`config.mk`:
```
export PLATFORM = sky130hd
export DESIGN_NAME = connect4_win_scanner
export DESIGN_NICKNAME = d
export VERILOG_FILES = /design/src/rtl/connect4_win_scanner.sv
export SDC_FILE = /design/constraint.sdc
export NUM_CORES = 1
export LEC_CHECK = 0
export ABC_CLOCK_PERIOD_IN_PS = 4600
export BUFFER_PORTS_ARGS = -buffer_cell sky130_fd_sc_hd__clkbuf_2
export CORE_MARGIN = 2
export CORE_UTILIZATION = 50
export CTS_CLUSTER_SIZE = 8
export DETAILED_ROUTE_END_ITERATION = 10
export PLACE_DENSITY_LB_ADDON = 0.25
export SLEW_MARGIN = 0
export SYNTH_ARGS = -nofsm -noshare
export SYNTH_HDL_FRONTEND = slang
export SYNTH_SLANG_ARGS = --single-unit
```
`constraint.sdc`:
```
create_clock -name clk -period 4.6 [get_ports clk]
set_input_delay 0.69 -clock clk [delete_from_list [all_inputs] [get_ports clk]]
set_output_delay 0.69 -clock clk [all_outputs]
set_load 0.02 [all_outputs]
```
`src/rtl/connect4_win_scanner.sv`:
```
// Connect-4 win checker: walks outward from the dropped cell in four directions through a
// 1-cycle-latency board read port and reports winner, winning direction and draw.
//
// state | meaning
// IDLE  | waiting for an accepted drop
// STEP  | form next cell on current side/direction, bounds check
// READ  | board read request for that cell
// CMP   | compare returned cell contents with the player
// FIN   | publish result, pulse done
module connect4_win_scanner #(
  parameter  int ROWS    = 6,
  parameter  int COLS    = 7,
  parameter  int WIN_LEN = 4,
  localparam int RW      = $clog2(ROWS),
  localparam int CW      = $clog2(COLS),
  localparam int MW      = $clog2(ROWS*COLS+1)
) (
  input  logic          clk,
  input  logic          rst_n,
  input  logic          clear,
  input  logic          start,
  input  logic [RW-1:0] start_row,
  input  logic [CW-1:0] start_col,
  input  logic [1:0]    player,
  output logic          rd_en,
  output logic [RW-1:0] rd_row,
  output logic [CW-1:0] rd_col,
  input  logic [1:0]    rd_data,
  output logic          busy,
  output logic          done,
  output logic [1:0]    winner,
  output logic [1:0]    win_dir,
  output logic          draw
);
  localparam int              CNTW  = $clog2(WIN_LEN+1);
  localparam logic [MW-1:0]   CELLS = MW'(ROWS*COLS);
  localparam logic [CNTW-1:0] WIN_C = CNTW'(WIN_LEN);

  typedef enum logic [2:0] {S_IDLE, S_STEP, S_READ, S_CMP, S_FIN} state_t;

  state_t             state_q;
  logic [1:0]         player_q, dir_q, winner_q, win_dir_q;
  logic signed [RW:0] org_row_q, cur_row_q, d_row, nxt_row;
  logic signed [CW:0] org_col_q, cur_col_q, d_col, nxt_col;
  logic               side_neg_q, hit_q, busy_q, done_q, rd_en_q, draw_q;
  logic [CNTW-1:0]    cnt_q;
  logic [MW-1:0]      move_cnt_q;
  logic [RW-1:0]      rd_row_q;
  logic [CW-1:0]      rd_col_q;
  logic               oob, end_side;

  // Direction order H, V, D(+1,+1), D(+1,-1) as (row, col) deltas.
  always_comb begin
    d_row = '0;
    d_col = '0;
    case (dir_q)
      2'd0: begin d_row = '0;             d_col = (CW+1)'(1); end
      2'd1: begin d_row = (RW+1)'(1);     d_col = '0;         end
      2'd2: begin d_row = (RW+1)'(1);     d_col = (CW+1)'(1); end
      default: begin d_row = (RW+1)'(1);  d_col = '1;         end
    endcase
  end

  assign nxt_row  = side_neg_q ? cur_row_q - d_row : cur_row_q + d_row;
  assign nxt_col  = side_neg_q ? cur_col_q - d_col : cur_col_q + d_col;
  assign oob      = (int'(nxt_row) < 0) || (int'(nxt_row) >= ROWS) ||
                    (int'(nxt_col) < 0) || (int'(nxt_col) >= COLS);
  assign end_side = ((state_q == S_STEP) && oob) ||
                    ((state_q == S_CMP) && (rd_data != player_q));

  always_ff @(posedge clk or negedge rst_n) begin
    if (!rst_n) begin
      state_q    <= S_IDLE;
      player_q   <= '0;
      dir_q      <= '0;
      org_row_q  <= '0;
      org_col_q  <= '0;
      cur_row_q  <= '0;
      cur_col_q  <= '0;
      side_neg_q <= 1'b0;
      hit_q      <= 1'b0;
      cnt_q      <= '0;
      move_cnt_q <= '0;
      busy_q     <= 1'b0;
      done_q     <= 1'b0;
      rd_en_q    <= 1'b0;
      rd_row_q   <= '0;
      rd_col_q   <= '0;
      winner_q   <= '0;
      win_dir_q  <= '0;
      draw_q     <= 1'b0;
    end else begin
      done_q  <= 1'b0;
      rd_en_q <= 1'b0;
      if (clear) begin
        move_cnt_q <= '0;
        draw_q     <= 1'b0;
      end
      case (state_q)
        S_IDLE: if (start && !clear) begin
          player_q   <= player;
          org_row_q  <= {1'b0, start_row};
          org_col_q  <= {1'b0, start_col};
          cur_row_q  <= {1'b0, start_row};
          cur_col_q  <= {1'b0, start_col};
          dir_q      <= 2'd0;
          side_neg_q <= 1'b0;
          cnt_q      <= CNTW'(1);
          hit_q      <= 1'b0;
          winner_q   <= '0;
          win_dir_q  <= '0;
          busy_q     <= 1'b1;
          if (player == 2'b01 || player == 2'b10) begin
            state_q <= S_STEP;
            if (move_cnt_q != CELLS) move_cnt_q <= move_cnt_q + MW'(1);
          end else begin
            state_q <= S_FIN;
          end
        end
        S_STEP: if (!oob) begin
          rd_en_q  <= 1'b1;
          rd_row_q <= nxt_row[RW-1:0];
          rd_col_q <= nxt_col[CW-1:0];
          state_q  <= S_READ;
        end
        S_READ: state_q <= S_CMP;
        S_CMP: if (rd_data == player_q) begin
          cur_row_q <= {1'b0, rd_row_q};
          cur_col_q <= {1'b0, rd_col_q};
          cnt_q     <= cnt_q + CNTW'(1);
          if ((cnt_q + CNTW'(1)) == WIN_C) begin
            hit_q   <= 1'b1;
            state_q <= S_FIN;
          end else begin
            state_q <= S_STEP;
          end
        end
        S_FIN: begin
          done_q    <= 1'b1;
          busy_q    <= 1'b0;
          winner_q  <= hit_q ? player_q : 2'b00;
          win_dir_q <= hit_q ? dir_q : 2'b00;
          if (!hit_q && !clear && move_cnt_q == CELLS) draw_q <= 1'b1;
          state_q   <= S_IDLE;
        end
        default: state_q <= S_IDLE;
      endcase
      // Side exhausted: mirror once, then move on to the next direction.
      if (end_side) begin
        cur_row_q <= org_row_q;
        cur_col_q <= org_col_q;
        if (!side_neg_q) begin
          side_neg_q <= 1'b1;
          state_q    <= S_STEP;
        end else if (dir_q == 2'd3) begin
          state_q <= S_FIN;
        end else begin
          dir_q      <= dir_q + 2'd1;
          side_neg_q <= 1'b0;
          cnt_q      <= CNTW'(1);
          state_q    <= S_STEP;
        end
      end
    end
  end

  assign rd_en   = rd_en_q;
  assign rd_row  = rd_row_q;
  assign rd_col  = rd_col_q;
  assign busy    = busy_q;
  assign done    = done_q;
  assign winner  = winner_q;
  assign win_dir = win_dir_q;
  assign draw    = draw_q;

endmodule

```
==> flow_metrics.py <==
metrics = {
    "status": {
        "outcome": "complete, no violations",
    },
    "drt": {
        "drc": 0,
        "vias": 1696,
        "wl_per_cell_um": 14.2,
        "ant_nets": 0,
        "drt_iter0_drc": 122,
        "routed_wl_um": 4490,
        "first_pass_iters": 5,
        "drt-vias-per-instance": 5.38,
    },
    "worst_setup_path": {
        "reg2reg_to": "cur_row_q[1]",
        "r2r_slack_ns": 1.29,
        "required_ns": 4.78,
        "worstSetupPathType": "flip-flop to flip-flop",
        "rr_startpoint": "dir_q[0]",
        "critical_path.endpoint": "cur_row_q[1]",
        "arrival_ns": 3.49,
        "critPathLaunch": "dir_q[0]",
        "reg2reg_depth": 11,
        "setup.worst_path.end_class": "flip-flop",
        "critPathLaunchType": "flip-flop",
        "crit_path_max_fanout": 8,
    },
    "synthesis": {
        "synth-warning-count": 0,
        "ys_ff_latch": 44,
        "netlist-cell-type-count": 39,
        "syn_inst": 231,
        "synth_nets": 261,
        "synth_area_um2": 2390,
        "avgSynthCellArea_um2": 10.4,
        "ys_seq_area_share_pct": 46.0,
    },
    "timing": {
        "period_minus_slack_ns": 3.31,
        "rsz0062_at_grt": "no",
        "setup_viol": 0,
        "fin_crit_sh_pct": 72.0,
        "fmax_mhz": 302,
        "skew_ns": 0.0102,
        "slew_violations": 0,
        "hold_violations": 0,
        "slew_headroom_pct": 53.7,
        "holdWs_ns": 0.460,
        "tns_ns": 0,
        "tightestPinTransition_ns": 0.689,
    },
    "die": {
        "rows": 25,
        "dieArea_um2": 5360,
        "die_x_um": 73.2,
        "initial_core_util_pct": 51.4,
        "pin_count": 28,
        "core_area_um2": 4660,
        "die_h_um": 73.2,
    },
    "clock_network": {
        "tritoncts": "yes",
        "cts_buffers": 5,
        "clkTransAtPathRegs_ns": 0.09,
        "clock_sinks": 44,
        "cts_buffer_depth": 2,
        "cts_hold_buf": 0,
        "cts-root-buf": "clkbuf_8",
        "cts_max_level": 2,
        "post_cts_buffers": 0,
        "clk_latency_ns": 0.30,
        "post_cts_resized": 0,
    },
    "layout": {
        "layout-drive-gt1-share_pct": 24.1,
        "finish.net_count": 290,
        "areaGrowthSynthToFinish_pct": 14.5,
        "diodes": 0,
    },
    "power_and_ir_drop": {
        "power.density_nw_per_um2": 837,
        "ir_drop_v": 0.000469,
        "leakage_uw": 0.00135,
    },
    "global_routing": {
        "grt_max_degree": 45,
        "grt.met1_usage_pct": 26.9,
        "grtUsageMet2_pct": 29.0,
        "antenna_found_initial": 0,
        "busiest_layer": "met2",
        "grt_util_all_layers_pct": 18.9,
        "overflow": 0,
        "grt_pass1_wl_um": 7730,
        "grt_pass1_vias": 1639,
        "grt_use_met3_pct": 3.87,
    },
    "job": {
        "maxCapViolCount": 0,
    },
    "placement": {
        "io_buffers": 27,
        "place.gp.congestion": 0.790,
        "dp_hpwl_um": 3300,
    },
    "hold_path": {
        "hold_class": "input pin to async pin",
    },
}
cells in the final DEF, fill, tap and decap left out, types with 2 or more instances in the layout:
cell type / synthesis / layout
clkbuf_8: 0 / 5
nor2b_1: 3 / 3
xnor2_1: 5 / 5
nand2_1: 24 / 24
a21o_1: 3 / 3
mux2i_1: 11 / 11
xor2_1: 3 / 3
nand2b_1: 2 / 2
nor2_1: 12 / 12
o21ai_0: 14 / 14
dfrtp_1: 44 / 44
clkbuf_2: 0 / 27
and2_1: 2 / 2
bufinv_16: 0 / 3
o211ai_1: 2 / 2
a21oi_1: 10 / 10
ha_1: 14 / 14
or2_2: 2 / 2
buf_4: 0 / 3
nand4_1: 2 / 2
fa_1: 2 / 2
mux2_2: 20 / 20
nand3b_1: 2 / 2
nand3_1: 7 / 7
inv_1: 19 / 19
and3_1: 2 / 2
nor3_1: 4 / 4
final cells by class:
type	instances	area (µm²)
inverters	19	71.3
well taps	54	67.6
multi-input cells	160	1180
flip-flops and latches	44	1100
repair buffers	30	158
clock buffers	5	68.8
fillers	413	1920
clock inverters	3	90.1
worst max-delay path, stage by stage, from the launching register on:
cell and delay [ns]:
dfrtp_1 0.47, inv_1 0.07, ha_1 0.21, or2_2 0.34
fa_1 0.43, xor2_1 0.19, a22oi_1 0.20, nand3b_1 0.12
o311ai_1 0.35, buf_4 0.22, mux2_2 0.34, mux2_2 0.26
registers in the layout, summed over array words and instances (netlist names), 3 cells and up:
name / cells
move_cnt_q: 6
state_q: 3
rd_row: 3
cnt_q: 3
rd_col: 3
cur_col_q: 3
org_col_q: 3
cur_row_q: 3
org_row_q: 3
worst min-delay path by stage:
| stage | endpoint | from | cells past startpoint |
|---|---|---|---|
| final | state_q[1] | rst_n | 2 |
| after detailed placement | busy | busy | 2 |
| after global placement | busy | busy | 2 |
| after floorplan | busy | rst_n | 0 |
| after global routing | state_q[1] | rst_n | 2 |
| after CTS | dir_q[0] | rst_n | 2 |
per-stage QoR:
| step | total power (µW) | setup slack (ns) | std cells | utilization (%) | cell area, µm² |
|---|---|---|---|---|---|
| global placement | 1860 | 1.41 | 307 | 55.4 | 2580 |
| detailed placement | 1900 | 1.34 | 307 | 55.4 | 2580 |
| global route | 2480 | 1.13 | 315 | 58.8 | 2740 |
| floorplan | 1610 | 1.44 | 231 | - | 2390 |
| CTS | 2320 | 1.31 | 315 | 58.8 | 2740 |
| finish | 2290 | 1.29 | 315 | 58.8 | 2740 |
layer usage:
| layer | vias up | part of all wire, % |
|---|---|---|
| li1 | 849 | - |
| met5 | - | 0 |
| met2 | 22 | 48 |
| met3 | 6 | 3.0 |
| met4 | 0 | 1.2 |
| met1 | 819 | 48 |
cell families (layout without fill, tap and decap cells):
family	after synthesis	in the layout	share of synthesized area, %
buf+inv	27	57	4.55
xor+xnor	8	8	2.93
mux	32	32	14.6
simple gates	65	65	13.0
flops	44	44	46.0
compound gates	39	39	9.93
fa+ha+maj	16	16	8.99
cell usage after synthesis (all sizes together):
library cell   n  area (µm²)
a21o           3        22.5
o21ai         14        70.1
a211oi         1        7.51
o21a           1        7.51
o211ai         2        15.0
a22o           1        8.76
mux2i         11         110
nor3           4        20.0
nand4          2        12.5
a22oi          1        7.51
xnor2          5        43.8
and2           2        12.5
nand4b         1        8.76
nand2         25        96.4
xor2           3        26.3
nand3b         2        15.0
nor2          12        45.0
o311ai         1        8.76
dfrtp         44        1100
nand2b         2        12.5
fa             2        40.0
a31oi          1        6.26
or3b           1        8.76
nand3          7        35.0
a21oi         11        58.8
o2bb2ai        1        8.76
mux2          21         240
inv           19        71.3
and3           2        12.5
buf            6        30.0
ha            14         175
or2            2        12.5
a311oi         1        8.76
nor2b          3        18.8
a21boi         1        7.51
clkbuf         2        7.51
power by group:
group | total [µW] | switching [µW] | leakage (µW) | internal, µW
logic | 1220 | 645 | 0.000714 | 572
clock network | 407 | 136 | 0.0000784 | 272
registers | 669 | 125 | 0.000554 | 545
total | 2290 | 906 | 0.00135 | 1390
Power figures use the tool's default switching activity.
